**config.mk**
```make
export PLATFORM = sky130hd
export DESIGN_NAME = mesh_xy_router
export DESIGN_NICKNAME = d
export VERILOG_FILES = /design/src/rtl/router_pkg.sv /design/src/rtl/flit_fifo.sv /design/src/rtl/mesh_xy_router.sv
export SDC_FILE = /design/constraint.sdc
export NUM_CORES = 1
export LEC_CHECK = 0
export CAP_MARGIN = 20
export CORE_MARGIN = 4
export CORE_UTILIZATION = 50
export DETAILED_ROUTE_END_ITERATION = 8
export PLACE_DENSITY = 0.76
export SYNTH_ARGS = -nofsm -noshare
export SYNTH_HDL_FRONTEND = slang
export SYNTH_SLANG_ARGS = --single-unit
```
**constraint.sdc**
```tcl
create_clock -name clk -period 5.7 [get_ports clk]
set_clock_uncertainty 0.05 [all_clocks]
set_input_delay 1.14 -clock clk [delete_from_list [all_inputs] [get_ports clk]]
set_output_delay 1.14 -clock clk [all_outputs]
set_load 0.01 [all_outputs]
```
**src/rtl/router_pkg.sv**
```systemverilog
// Shared types for the clocked XY mesh router: port indices, FSM state
// encodings, header field positions and edge-link enables.
package router_pkg;

    localparam int NPORTS = 5;

    typedef enum logic [2:0] {
        PORT_L = 3'd0,
        PORT_E = 3'd1,
        PORT_W = 3'd2,
        PORT_N = 3'd3,
        PORT_S = 3'd4
    } port_e;

    typedef enum logic {
        I_IDLE = 1'b0,
        I_WAIT = 1'b1
    } in_state_e;

    typedef enum logic [1:0] {
        O_IDLE = 2'd0,
        O_REQ  = 2'd1,
        O_REL  = 2'd2
    } out_state_e;

    // MSB of the destination X field; the Y field sits directly below it.
    function automatic int hdr_dx_msb(input int flit_w);
        return flit_w - 1;
    endfunction

    function automatic int hdr_dy_msb(input int flit_w, input int coord_w);
        return flit_w - 1 - coord_w;
    endfunction

    // Links that point off the mesh are disabled on both directions.
    function automatic logic [NPORTS-1:0] port_enable(input int x, input int y,
                                                      input int max_x, input int max_y);
        logic [NPORTS-1:0] en;
        en = '1;
        if (x == max_x) en[PORT_E] = 1'b0;
        if (x == 0)     en[PORT_W] = 1'b0;
        if (y == max_y) en[PORT_N] = 1'b0;
        if (y == 0)     en[PORT_S] = 1'b0;
        return en;
    endfunction

    function automatic port_e rr_next(input port_e last, input int step);
        return port_e'(3'((int'(last) + step) % NPORTS));
    endfunction

endpackage

```
**src/rtl/flit_fifo.sv**
```systemverilog
// Count-based single-clock flit FIFO; head is visible combinationally on rdata_o.
module flit_fifo #(
    parameter int WIDTH = 32,
    parameter int DEPTH = 4
) (
    input  logic             clk,
    input  logic             rst_n,
    input  logic             push_i,
    input  logic [WIDTH-1:0] wdata_i,
    input  logic             pop_i,
    output logic [WIDTH-1:0] rdata_o,
    output logic             full_o,
    output logic             empty_o
);

    localparam int AW = (DEPTH > 1) ? $clog2(DEPTH) : 1;

    logic [WIDTH-1:0] mem_q [DEPTH];
    logic [AW-1:0]    wr_ptr_q;
    logic [AW-1:0]    rd_ptr_q;
    logic [AW:0]      count_q;
    logic             do_push;
    logic             do_pop;

    assign full_o  = (count_q == (AW+1)'(DEPTH));
    assign empty_o = (count_q == '0);
    assign do_push = push_i && !full_o;
    assign do_pop  = pop_i && !empty_o;
    assign rdata_o = mem_q[rd_ptr_q];

    // NOTE: storage is deliberately not reset; count_q alone says which entries are valid.
    always_ff @(posedge clk) begin
        if (do_push) mem_q[wr_ptr_q] <= wdata_i;
    end

    // NOTE: sequential state uses non-blocking assignments so every register samples pre-edge values.
    always_ff @(posedge clk or negedge rst_n) begin
        if (!rst_n) begin
            wr_ptr_q <= '0;
            rd_ptr_q <= '0;
            count_q  <= '0;
        end else begin
            if (do_push) wr_ptr_q <= wr_ptr_q + AW'(1);
            if (do_pop)  rd_ptr_q <= rd_ptr_q + AW'(1);
            case ({do_push, do_pop})
                2'b10:   count_q <= count_q + (AW+1)'(1);
                2'b01:   count_q <= count_q - (AW+1)'(1);
                default: count_q <= count_q;
            endcase
        end
    end

endmodule

```
**src/rtl/mesh_xy_router.sv**
```systemverilog
// Clocked 5-port XY mesh router with per-input FIFOs and round-robin outputs.
// Optional per-output flit counters are built when ROUTER_STATS_EN is defined.
module mesh_xy_router
    import router_pkg::*;
#(
    parameter int n       = 32,
    parameter int COORD_W = 4,
    parameter int srcx    = 0,
    parameter int srcy    = 0,
    parameter int maxx    = 2,
    parameter int maxy    = 2,
    parameter int DEPTH   = 4
) (
    input  logic                     clk,
    input  logic                     rst,
    input  logic [NPORTS-1:0][n-1:0] in_data,
    input  logic [NPORTS-1:0]        in_req,
    output logic [NPORTS-1:0]        in_ack,
    output logic [NPORTS-1:0][n-1:0] out_data,
    output logic [NPORTS-1:0]        out_req,
    input  logic [NPORTS-1:0]        out_ack,
    output logic                     err_drop
`ifdef ROUTER_STATS_EN
    ,
    output logic [NPORTS-1:0][15:0]  stat_cnt
`endif
);

    localparam int                 DX_MSB  = hdr_dx_msb(n);
    localparam int                 DY_MSB  = hdr_dy_msb(n, COORD_W);
    localparam logic [COORD_W-1:0] SRC_X   = COORD_W'(srcx);
    localparam logic [COORD_W-1:0] SRC_Y   = COORD_W'(srcy);
    localparam logic [COORD_W-1:0] MAX_X   = COORD_W'(maxx);
    localparam logic [COORD_W-1:0] MAX_Y   = COORD_W'(maxy);
    localparam logic [NPORTS-1:0]  PORT_EN = port_enable(srcx, srcy, maxx, maxy);

    logic [NPORTS-1:0]        fifo_push;
    logic [NPORTS-1:0]        fifo_pop;
    logic [NPORTS-1:0]        fifo_full;
    logic [NPORTS-1:0]        fifo_empty;
    logic [NPORTS-1:0][n-1:0] fifo_head;
    logic [NPORTS-1:0]        can_accept;

    logic [NPORTS-1:0]        head_valid;
    logic [NPORTS-1:0]        head_drop;
    port_e                    head_route [NPORTS];

    in_state_e                in_state_q [NPORTS];
    in_state_e                in_state_d [NPORTS];
    out_state_e               out_state_q [NPORTS];
    out_state_e               out_state_d [NPORTS];
    port_e                    last_grant_q [NPORTS];
    logic [NPORTS-1:0]        gnt_valid;
    port_e                    gnt_idx [NPORTS];
    logic [NPORTS-1:0][n-1:0] out_data_q;
    logic                     err_drop_q;

    function automatic logic in_range(input logic [n-1:0] flit);
        return (flit[DX_MSB -: COORD_W] <= MAX_X) && (flit[DY_MSB -: COORD_W] <= MAX_Y);
    endfunction

    function automatic port_e xy_route(input logic [n-1:0] flit);
        logic [COORD_W-1:0] dx;
        logic [COORD_W-1:0] dy;
        dx = flit[DX_MSB -: COORD_W];
        dy = flit[DY_MSB -: COORD_W];
        if (dx > SRC_X) return PORT_E;
        if (dx < SRC_X) return PORT_W;
        if (dy > SRC_Y) return PORT_N;
        if (dy < SRC_Y) return PORT_S;
        return PORT_L;
    endfunction

    for (genvar i = 0; i < NPORTS; i++) begin : g_fifo
        flit_fifo #(
            .WIDTH (n),
            .DEPTH (DEPTH)
        ) u_fifo (
            .clk     (clk),
            .rst_n   (rst),
            .push_i  (fifo_push[i]),
            .wdata_i (in_data[i]),
            .pop_i   (fifo_pop[i]),
            .rdata_o (fifo_head[i]),
            .full_o  (fifo_full[i]),
            .empty_o (fifo_empty[i])
        );
    end

    assign can_accept = in_req & ~fifo_full & PORT_EN;

    // NOTE: every always_comb output gets a default first so no path can infer a latch.
    always_comb begin : head_decode
        for (int i = 0; i < NPORTS; i++) begin
            head_valid[i] = !fifo_empty[i] && in_range(fifo_head[i]);
            head_drop[i]  = !fifo_empty[i] && !in_range(fifo_head[i]);
            head_route[i] = xy_route(fifo_head[i]);
        end
    end

    always_ff @(posedge clk or negedge rst) begin : in_state_reg
        if (!rst) begin
            for (int i = 0; i < NPORTS; i++) in_state_q[i] <= I_IDLE;
        end else begin
            for (int i = 0; i < NPORTS; i++) in_state_q[i] <= in_state_d[i];
        end
    end

    always_comb begin : in_next
        for (int i = 0; i < NPORTS; i++) begin
            in_state_d[i] = in_state_q[i];
            unique case (in_state_q[i])
                I_IDLE:  if (can_accept[i]) in_state_d[i] = I_WAIT;
                I_WAIT:  if (!in_req[i])    in_state_d[i] = I_IDLE;
                default: in_state_d[i] = I_IDLE;
            endcase
        end
    end

    always_comb begin : in_out
        for (int i = 0; i < NPORTS; i++) begin
            fifo_push[i] = (in_state_q[i] == I_IDLE) && can_accept[i];
            in_ack[i]    = (in_state_q[i] == I_WAIT);
        end
    end

    // A granted head keeps its output busy until popped, so it cannot be granted twice.
    always_comb begin : arbitrate
        for (int o = 0; o < NPORTS; o++) begin
            gnt_valid[o] = 1'b0;
            gnt_idx[o]   = last_grant_q[o];
            for (int k = 1; k <= NPORTS; k++) begin
                port_e cand;
                cand = rr_next(last_grant_q[o], k);
                if (!gnt_valid[o] && PORT_EN[o] && out_state_q[o] == O_IDLE &&
                    head_valid[cand] && head_route[cand] == port_e'(o)) begin
                    gnt_valid[o] = 1'b1;
                    gnt_idx[o]   = cand;
                end
            end
        end
    end

    always_ff @(posedge clk or negedge rst) begin : out_state_reg
        if (!rst) begin
            for (int o = 0; o < NPORTS; o++) begin
                out_state_q[o]  <= O_IDLE;
                last_grant_q[o] <= PORT_L;
            end
            out_data_q <= '0;
            err_drop_q <= 1'b0;
        end else begin
            for (int o = 0; o < NPORTS; o++) begin
                out_state_q[o] <= out_state_d[o];
                if (gnt_valid[o]) begin
                    last_grant_q[o] <= gnt_idx[o];
                    out_data_q[o]   <= fifo_head[gnt_idx[o]];
                end
            end
            err_drop_q <= |head_drop;
        end
    end

    always_comb begin : out_next
        for (int o = 0; o < NPORTS; o++) begin
            out_state_d[o] = out_state_q[o];
            unique case (out_state_q[o])
                O_IDLE:  if (gnt_valid[o]) out_state_d[o] = O_REQ;
                O_REQ:   if (out_ack[o])   out_state_d[o] = O_REL;
                O_REL:   if (!out_ack[o])  out_state_d[o] = O_IDLE;
                default: out_state_d[o] = O_IDLE;
            endcase
        end
    end

    // last_grant_q doubles as the source of the flit being offered on each output.
    always_comb begin : out_out
        fifo_pop = head_drop;
        for (int o = 0; o < NPORTS; o++) begin
            out_req[o] = (out_state_q[o] == O_REQ);
            if (out_state_q[o] == O_REQ && out_ack[o]) fifo_pop[last_grant_q[o]] = 1'b1;
        end
    end

    assign out_data = out_data_q;
    assign err_drop = err_drop_q;

`ifdef ROUTER_STATS_EN
    logic [NPORTS-1:0][15:0] stat_cnt_q;

    always_ff @(posedge clk or negedge rst) begin : stats
        if (!rst) begin
            stat_cnt_q <= '0;
        end else begin
            for (int o = 0; o < NPORTS; o++) begin
                if (out_state_q[o] == O_REQ && out_ack[o] && stat_cnt_q[o] != 16'hFFFF)
                    stat_cnt_q[o] <= stat_cnt_q[o] + 16'd1;
            end
        end
    end

    assign stat_cnt = stat_cnt_q;
`endif

endmodule

```
==> results of run 1 <==
==> worst paths after layout <==
kind | startpoint | to | slack (ps) | cells after the start
min in group asynchronous | rst | out_data[39] | 450 | 1
max in group asynchronous | rst | g_fifo[1].u_fifo.rd_ptr_q[0] | 4040 | 2
worst max register to register | last_grant_q[10] | out_data[60] | 260 | 18
worst min-delay path | out_data[126] | out_data[126] | 430 | 1
worst min register to register | out_data[126] | out_data[126] | 430 | 1
worst max-delay path | last_grant_q[10] | out_data[60] | 260 | 18
==> registers in the layout, indices dropped and copies added, names as in the netlist <==
register / cells
err_drop: 1
g_fifo.u_fifo.rd_ptr_q: 6
g_fifo.u_fifo.mem_q: 384
in_ack: 5
out_data: 96
out_state_q: 6
g_fifo.u_fifo.count_q: 9
last_grant_q: 9
g_fifo.u_fifo.wr_ptr_q: 6
==> cells in the final DEF, fill, tap and decap left out, types with 17 or more instances in the layout <==
master,count
dfrtp_1,134
edfxtp_1,384
o21ai_0,60
a31oi_1,37
and2_1,59
buf_4,53
a21oi_1,73
nand2b_1,23
nand3_1,24
ha_1,88
mux2_2,35
mux4_2,90
conb_1,66
clkbuf_16,53
xnor2_1,38
inv_1,79
and3_1,17
clkdlybuf4s50_1,209
mux2i_1,71
a22oi_1,29
nand2_1,109
nor3_1,27
nor2_1,110
o21ai_1,44
==> per-layer routing <==
| metal | wire length (um) | GRT usage [%] | vias up |
|---|---|---|---|
| li1 | - | - | 7718 |
| met1 | 26300 | 30.4 | 8465 |
| met2 | 32700 | 38.6 | 739 |
| met3 | 5510 | 5.68 | 150 |
| met4 | 3050 | 10.2 | 6 |
| met5 | 46 | 0 | - |
==> layout make-up <==
class / instances / area, um^2 / area share, %
antenna: 1 / 2.50 / 0.00818
clock buffer: 65 / 1390 / 4.55
clock inverter: 34 / 344 / 1.13
inverter: 83 / 312 / 1.02
multi-input combinational: 1261 / 10100 / 32.9
sequential: 522 / 15000 / 49.0
tap: 680 / 851 / 2.78
timing repair buffer: 269 / 2620 / 8.57
==> repair_timing <==
item,4_1_cts,5_1_grt
setup buffers,0,1
setup endpoints to repair,0,24
resized for setup,0,6
==> report_power, final <==
| part | switching [mW] | internal, mW |
|---|---|---|
| clock network | 1.50 | 1.98 |
| logic | 5.62 | 3.99 |
| registers | 0.531 | 4.86 |
| total | 7.65 | 10.8 |
==> kinds of logic after synthesis <==
kind of cell    synth area share (%)
flops                           57.7
simple gates                    9.21
compound gates                  9.57
buf+inv                         4.82
mux                             12.3
fa+ha+maj                       4.47
xor+xnor                        1.95
other cells                   0.0144
==> metrics by stage <==
step	instance area [um^2]	setup slack, ps
after floorplan	26200	254
after global placement	28800	407
after detailed placement	28800	233
after CTS	30500	96.0
after global routing	30600	45.3
final	30600	264
==> metrics.yaml, run 1 <==
run_status:
  status: "complete, no violations"
routing:
  dr.first_iter.drc_count: 1491
  post_drt_wl_per_cell_um: 23.2
  vias: 17078
  ant_nets: 0
  dr.pass1.iters: 7
  drc_errors: 0
  routed_wl_um: 67500
  viasPerCell: 5.86
logic_synthesis:
  synthCells: 1960
  synth_cell_types: 91
  ys_ff_latch: 522
  synth-edff-count: 384
  synth_top_area_share_pct: 44.4
  ys_top_cells_by_count: "edfxtp_1, dfrtp_1, nor2_1"
  ys.flop_type: "edfxtp_1"
  synth_area_leaders: "edfxtp_1, dfrtp_1, mux4_2"
  synthArstFlopShare_pct: 26.4
  yosysSeqAreaShare_pct: 57.7
  yosysTopAreaCell: "edfxtp_1"
  syn_area_um2: 26000
  avgSynthCellArea_um2: 13.3
  synth.most_common_cell: "edfxtp_1"
  yosysWarnings: 0
place:
  dpl.hpwl_um: 46700
  io_buffers: 210
  place_congestion: 0.882
  dp_cells: 2814
global_route:
  gr-total-overflow: 0
  grt_max_degree: 59
  grt_pass1_vias: 17264
  grtUsageTotal_pct: 23.6
  antenna_found_initial: 6
  grt_pass1_wl_um: 102000
pwr:
  leakage_nw: 11.3
  finalPower_mw: 18.5
  power_density_nw_per_um2: 604
  ir_drop_uv: 522
clock_network:
  postCtsHoldBufs: 0
  cts.sinks: 522
  htree_levels: 2
  cts_tree: "built"
  clockBufferDepth: 3
  clkSlewWorstSetupHoldPaths_ps: 60
  clk_latency_ps: 610
  numCtsBuffers: 53
  cts_root_buf: "clkbuf_16"
floorplan:
  rows: 83
  dieHeight_um: 236
  floorplan.die_area_um2: 55700
  fp.dieW_um: 236
  start_util_pct: 50.6
  pin_count: 343
  coreArea_um2: 51400
timing:
  post-route-period-util_pct: 95.4
  finalCriticalPeriod_ps: 5440
  relSlewSlack_pct: 25.7
  finalHoldViolations: 0
  setup_viol: 0
  holdWs_ps: 431
  rsz0062_at_grt: "no"
  fmax_mhz: 184
  worst-slew-pin-transition_ps: 1110
  slew_violations: 0
  fin_setup_tns_ps: 0
run:
  maxCapViolations: 0
critical_path:
  cp_slowest_stage_delay_ps: 590
  path_common_cell: "ha_1"
  crit_type: "flop to flop"
  path_max_fanout: 29
  endpoint_kind: "flop"
  crit_buf_inv: 3
  cp.arrival_ps: 5850
  required_ps: 6120
  cp_cell_sequence: "inv_1 -> ha_1 -> xor2_1 -> ha_1 -> inv_1 -> ha_1 -> a211o_1 -> a32oi_1 -> xnor2_1 -> mux2_2 -> o211ai_2 -> nor3b_1 -> a21oi_1 -> a21oi_4 -> buf_12 -> mux2i_1 -> o211ai_1 -> o21ai_0"
  worstSetupStartpointType: "flop"
  slowest_stage: "dfrtp_1"
  critPathTopFamily: "compound AO/OA/AOI/OAI gates"
final_layout:
  final_util_pct: 59.5
  fillers: 3917
  drive_gt1_share_pct: 13.9
  nets: 2453
  fin_cells: 2915
  area_growth_pct: 17.7
hold_path:
  min_path_type: "flop to flop"
(Power assumes the default switching activity.)
==> run 2: changes to the inputs <==
Settings changed: CORE_UTILIZATION 50 to 58, CTS_CLUSTER_DIAMETER set to 50, DONT_BUFFER_PORTS set to 1.
==> run 2 against run 1 <==
Net effect:
- worst setup slack gained 200 ps
- routed wire length shrank 1.2%
- sequential share of layout area grew 3.3 points
- register-to-register slack gained 200 ps
==> metrics.yaml, run 2 (synthesized netlist as in run 1, its figures left out) <==
floorplan:
  floorplan.die_area_um2: 48300  # was 55,700 um^2
  pin_count: 343  # unchanged
  fp.dieW_um: 220  # was 236 um
  dieHeight_um: 220  # was 236 um
  rows: 77  # was 83
  start_util_pct: 58.8  # was 50.6%
  coreArea_um2: 44200  # was 51,400 um^2
clock_network:
  clkSlewWorstSetupHoldPaths_ps: 60  # about the same
  cts.sinks: 522  # unchanged
  cts_root_buf: "clkbuf_16"  # unchanged
  cts_tree: "built"  # unchanged
  htree_levels: 2  # unchanged
  numCtsBuffers: 57  # was 53
  clockBufferDepth: 3  # unchanged
  post-cts-setup-buffers: 0  # unchanged
  cts_resized: 0  # unchanged
  postCtsHoldBufs: 0  # unchanged
  clk_latency_ps: 630  # was 610 ps
pwr:
  netSwitchingFraction_pct: 41.9  # was 41.4%
  power_switching_mw: 7.68  # was 7.65 mW
  ir_drop_uv: 695  # was 522 uV
  finalPower_mw: 18.3  # was 18.5 mW
  power_frac_clock_pct: 20.6  # was 18.8%
  power_density_nw_per_um2: 640  # was 604 nW/um^2
  p_int_mw: 10.6  # was 10.8 mW
  seqPwrFrac_pct: 30.6  # was 29.2%
  pwr-share-comb_pct: 48.8  # was 52.0%
  leakage_nw: 10.6  # was 11.3 nW
critical_path:
  endpoint_kind: "flop"  # unchanged
  cp.arrival_ps: 5670  # was 5850 ps
  path_max_fanout: 27  # was 29
  critPathTopFamily: "multiplexers"  # was compound AO/OA/AOI/OAI gates
  worstSetupStartpointType: "flop"  # unchanged
  crit_buf_inv: 4  # was 3
  r2r_setup_slack_ps: 470  # was 260 ps
  r2r_start: "last_grant_q[4]"  # was last_grant_q[10]
  rr_worst_depth: 19  # was 18
  crit_type: "flop to flop"  # unchanged
  required_ps: 6140  # was 6120 ps
  cp_cell_sequence: "inv_1 -> ha_1 -> inv_1 -> ha_1 -> inv_1 -> ha_1 -> nor3b_1 -> o21ai_0 -> o21ai_0 -> a21boi_0 -> xnor2_1 -> mux2_2 -> nor2b_1 -> o21ai_0 -> nor3_4 -> mux2i_4 -> buf_12 -> mux2i_1 -> o21ai_1"  # was inv_1 -> ha_1 -> xor2_1 -> ha_1 -> inv_1 -> ha_1 -> a211o_1 -> a32oi_1 -> xnor2_1 -> mux2_2 -> o211ai_2 -> nor3b_1 -> a21oi_1 -> a21oi_4 -> buf_12 -> mux2i_1 -> o211ai_1 -> o21ai_0
  slowest_stage: "dfrtp_1"  # unchanged
  cp_slowest_stage_delay_ps: 640  # was 590 ps
  worst_r2r_endpoint: "out_data[116]"  # was out_data[60]
global_route:
  antenna_found_initial: 2  # was 6
  grt_pass1_vias: 16710  # was 17,264
  gr-total-overflow: 0  # unchanged
  grt_pass1_wl_um: 100000  # was 102,000 um
  grtUsageTotal_pct: 27.6  # was 23.6%
  grt_max_degree: 139  # was 59
timing:
  fmax_mhz: 191  # was 184 MHz
  relSlewSlack_pct: 31.6  # was 25.7%
  fin_setup_tns_ps: 0  # unchanged
  slew_violations: 0  # unchanged
  worst-slew-pin-transition_ps: 1030  # was 1110 ps
  rsz0062_at_grt: "no"  # unchanged
  finalHoldViolations: 0  # unchanged
  layout_setup_ws_ps: 467  # was 264 ps
  finalCriticalPeriod_ps: 5230  # was 5440 ps
  setup_viol: 0  # unchanged
  holdWs_ps: 148  # was 431 ps
  post-route-period-util_pct: 91.8  # was 95.4%
run_status:
  status: "complete, no violations"  # unchanged
routing:
  dr.pass1.iters: 5  # was 7
  ant_nets: 0  # unchanged
  dr.first_iter.drc_count: 1495  # was 1,491
  post_drt_wl_per_cell_um: 25.4  # was 23.2 um
  routed_wl_um: 66700  # was 67,500 um
  drc_errors: 0  # unchanged
  vias: 16426  # was 17,078
  viasPerCell: 6.25  # was 5.86
final_layout:
  fillers: 3123  # was 3,917
  final_common_cell: "edfxtp_1"  # unchanged
  nets: 2252  # was 2,453
  drive_gt1_share_pct: 15.7  # was 13.9%
  largest_reg_flops: 384  # unchanged
  fin_cells: 2630  # was 2,915
  layout_common_cells: "edfxtp_1, dfrtp_1, nor2_1"  # was edfxtp_1, clkdlybuf4s50_1, dfrtp_1
  area_growth_pct: 10.2  # was 17.7%
  top_register: "g_fifo.u_fifo.mem_q"  # unchanged
  diodes: 0  # was 1
hold_path:
  min_path_type: "primary input to asynchronous set/reset pin"  # was flop to flop
place:
  dpl.hpwl_um: 46100  # was 46,700 um
  pre_cts_slack_ps: 498  # was 233 ps
  place_congestion: 0.939  # was 0.882
  dp_cells: 2522  # was 2,814
  io_buffers: 0  # was 210
run:
  maxCapViolations: 0  # unchanged
[run 2: changes by cell type in the layout (fill, tap and decap cells not counted), sizes merged]
cell / delta
clkbuf: +17
buf: +4
clkinv: -9
diode: -1
bufinv: -1
clkdlybuf4s50: -209
clkinvlp: +2
[run 2: per-layer routing]
layer / wire length [um] / up-vias / GRT usage, %
met1: 24600 / 8228 / 33.8
met3: 6610 / 150 / 8.80
li1: - / 7312 / -
met2: 32700 / 736 / 45.8
met4: 2810 / 0 / 11.3
met5: 0 / - / 0
[run 2: worst max path at each step]
stage / start / to / depth (start not counted)
detailed placement: last_grant_q[4] / out_data[118] / 19
finish: last_grant_q[4] / out_data[116] / 19
CTS: last_grant_q[4] / out_data[116] / 19
global route: last_grant_q[4] / out_data[116] / 18
floorplan: last_grant_q[12] / out_data[5] / 23
global placement: last_grant_q[4] / out_data[118] / 19
[run 2: metrics by stage]
step           utilization [%]  cell area (um^2)
6_report                  64.8             28600
5_1_grt                   64.8             28600
4_1_cts                   64.8             28600
3_5_place_dp              60.3             26700
3_3_place_gp              60.3             26700
2_1_floorplan                -             26200
[run 2: cell type report]
type | instances | area (um^2) | share of cell area (%)
clock buffers | 82 | 1620 | 5.66
multi-input cells | 1261 | 10100 | 35.1
clock inverters | 26 | 373 | 1.30
repair buffers | 64 | 556 | 1.94
well taps | 592 | 741 | 2.59
inverters | 83 | 312 | 1.09
flip-flops and latches | 522 | 15000 | 52.3
[run 2: power groups by stage]
stage / sequential [mW] / clock, mW / combinational [mW]
3_5_place_dp: 5.67 / 0 / 8.72
3_3_place_gp: 5.62 / 0 / 8.52
4_1_cts: 5.61 / 3.82 / 8.84
6_report: 5.61 / 3.77 / 8.94
2_1_floorplan: 5.28 / 0 / 6.49
5_1_grt: 5.69 / 4.00 / 9.64
==> run 3: changes to the inputs <==
Settings changed: CORE_UTILIZATION 58 to 60.
Clock period 5.7 ns to 5.72 ns, I/O delays scaled along.
==> run 3 against run 2 <==
Net effect:
- final area is 0.28% higher
- maximum frequency is 3.4% lower
- non-clock buffer count is 7 lower
- largest cell class unchanged
- sequential share of layout area is 0.14 points lower
- highest routed layer unchanged
- largest power group unchanged
- combinational power is 2% higher
==> metrics.yaml, run 3 (synthesized netlist as in run 1, its figures left out) <==
critical_path:
  worstSetupStartpointType: "flop"  # unchanged
  r2r_setup_slack_ps: 310  # was 470 ps
  crit_type: "flop to flop"  # unchanged
  worst_r2r_endpoint: "out_data[14]"  # was out_data[116]
  endpoint_kind: "flop"  # unchanged
  cp.arrival_ps: 5880  # was 5670 ps
  rr_worst_depth: 19  # unchanged
  path_max_fanout: 25  # was 27
  r2r_start: "last_grant_q[13]"  # was last_grant_q[4]
  required_ps: 6190  # was 6140 ps
routing:
  vias: 16685  # was 16,426
  dr.first_iter.drc_count: 1542  # was 1,495
  ant_nets: 0  # unchanged
  post_drt_wl_per_cell_um: 26.1  # was 25.4 um
  routed_wl_um: 68000  # was 66,700 um
  viasPerCell: 6.40  # was 6.25
  dr.pass1.iters: 6  # was 5
  drc_errors: 0  # unchanged
timing:
  fmax_mhz: 185  # was 191 MHz
  layout_setup_ws_ps: 306  # was 467 ps
  worst-slew-pin-transition_ps: 1040  # was 1030 ps
  relSlewSlack_pct: 30.9  # was 31.6%
  fin_setup_tns_ps: 0  # unchanged
  post-route-period-util_pct: 94.7  # was 91.8%
  finalHoldViolations: 0  # unchanged
  setup_viol: 0  # unchanged
  rsz0062_at_grt: "no"  # unchanged
  finalCriticalPeriod_ps: 5410  # was 5230 ps
  slew_violations: 0  # unchanged
clock_network:
  clk_latency_ps: 630  # about the same
  htree_levels: 2  # unchanged
  cts.sinks: 522  # unchanged
  clkSlewWorstSetupHoldPaths_ps: 70  # was 60 ps
  clockBufferDepth: 3  # unchanged
  cts_tree: "built"  # unchanged
  cts_root_buf: "clkbuf_16"  # unchanged
  numCtsBuffers: 57  # unchanged
  postCtsHoldBufs: 0  # unchanged
final_layout:
  fin_cells: 2607  # was 2,630
  top_register: "g_fifo.u_fifo.mem_q"  # unchanged
  layout_common_cells: "edfxtp_1, dfrtp_1, nor2_1"  # unchanged
  drive_gt1_share_pct: 16.0  # was 15.7%
  fillers: 2928  # was 3,123
  area_growth_pct: 10.5  # was 10.2%
  fin_area_um2: 28700  # was 28,600 um^2
  final_common_cell: "edfxtp_1"  # unchanged
  nets: 2245  # was 2,252
  largest_reg_flops: 384  # unchanged
  diodes: 0  # unchanged
place:
  io_buffers: 0  # unchanged
  place_area_um2: 26600  # was 26,700 um^2
  dp_cells: 2500  # was 2,522
  place_congestion: 0.918  # was 0.939
  dpl.hpwl_um: 45800  # was 46,100 um
  pre_cts_slack_ps: 409  # was 498 ps
global_route:
  grtUsageTotal_pct: 28.9  # was 27.6%
  antenna_found_initial: 0  # was 2
  gr-total-overflow: 0  # unchanged
  grt_max_degree: 139  # unchanged
  grt_pass1_wl_um: 103000  # was 100,000 um
  grt_pass1_vias: 16967  # was 16,710
floorplan:
  start_util_pct: 61.3  # was 58.8%
  dieHeight_um: 216  # was 220 um
  rows: 75  # was 77
  pin_count: 343  # unchanged
  coreArea_um2: 42400  # was 44,200 um^2
  floorplan.die_area_um2: 46700  # was 48,300 um^2
  fp.dieW_um: 216  # was 220 um
pwr:
  ir_drop_uv: 597  # was 695 uV
  power_density_nw_per_um2: 648  # was 640 nW/um^2
  leakage_nw: 10.6  # about the same
run_status:
  status: "complete, no violations"  # unchanged
run:
  maxCapViolations: 0  # unchanged
hold_path:
  min_path_type: "primary input to asynchronous set/reset pin"  # unchanged
[run 3: changes by cell type in the layout (fill, tap and decap cells not counted), moves of 2 or more]
cell and delta:
clkinv_2 +7, buf_12 +3, bufinv_16 +6, clkinv_8 +2
clkinv_1 +5, buf_4 -10, clkinvlp_4 +3, clkbuf_1 -16
clkbuf_8 -6
[run 3: worst max-delay path by stage]
| stage | cells after the start | end | from |
|---|---|---|---|
| 6_report | 19 | out_data[14] | last_grant_q[13] |
| 5_1_grt | 19 | out_data[14] | last_grant_q[13] |
| 4_1_cts | 22 | out_data[14] | last_grant_q[12] |
| 3_5_place_dp | 19 | out_data[16] | last_grant_q[13] |
| 3_3_place_gp | 20 | out_data[60] | last_grant_q[10] |
| 2_1_floorplan | 23 | out_data[5] | last_grant_q[12] |
[run 3: final cells by class]
cell class / instances / area, um^2 / share of cell area, %
inverters: 83 / 312 / 1.08
multi-input cells: 1261 / 10100 / 35.1
clock inverters: 48 / 632 / 2.20
repair buffers: 57 / 541 / 1.88
clock buffers: 59 / 1450 / 5.06
well taps: 577 / 722 / 2.51
flip-flops and latches: 522 / 15000 / 52.2
[run 3: repair_timing]
action,4_1_cts,5_1_grt
buffers inserted,0,0
resized for setup,0,3
endpoints found under the setup margin,0,24
[run 3: metrics by stage]
| step | hold slack, ps | total power, mW | utilization (%) |
|---|---|---|---|
| after floorplan | 406 | 11.7 | - |
| after detailed placement | 437 | 14.4 | 62.8 |
| after global placement | 425 | 14.2 | 62.8 |
| after CTS | 140 | 18.5 | 67.7 |
| final | 174 | 18.6 | 67.7 |
| after global routing | 152 | 19.6 | 67.7 |
[run 3: report_power, final]
group / leakage, nW / internal, mW / switching (mW)
registers: 5.23 / 4.85 / 0.687
clock network: 1.00 / 2.35 / 1.62
logic: 4.39 / 3.61 / 5.51
total: 10.6 / 10.8 / 7.81
[run 3: worst max-delay path, stage by stage, from the launching register on]
cell	delay, ps
dfrtp_1	380
buf_4	190
ha_1	290
xnor2_2	470
inv_1	160
ha_1	270
o31ai_1	300
xnor2_1	220
ha_1	230
nand2b_1	70
a32oi_1	320
mux2_2	440
mux2i_1	130
o21ai_1	280
nand2_1	120
nor2_1	310
mux2i_4	370
buf_12	280
mux2i_1	320
o21ai_1	100
[run 3: layer usage]
| layer | wire, um | global-route usage, % | vias up | part of all wire [%] |
|---|---|---|---|---|
| met5 | 0 | 0 | - | 0 |
| met4 | 3310 | 13.5 | 0 | 4.9 |
| met3 | 6700 | 8.35 | 176 | 9.9 |
| met2 | 33500 | 48.2 | 850 | 49 |
| met1 | 24500 | 35.2 | 8365 | 36 |
| li1 | - | - | 7294 | - |
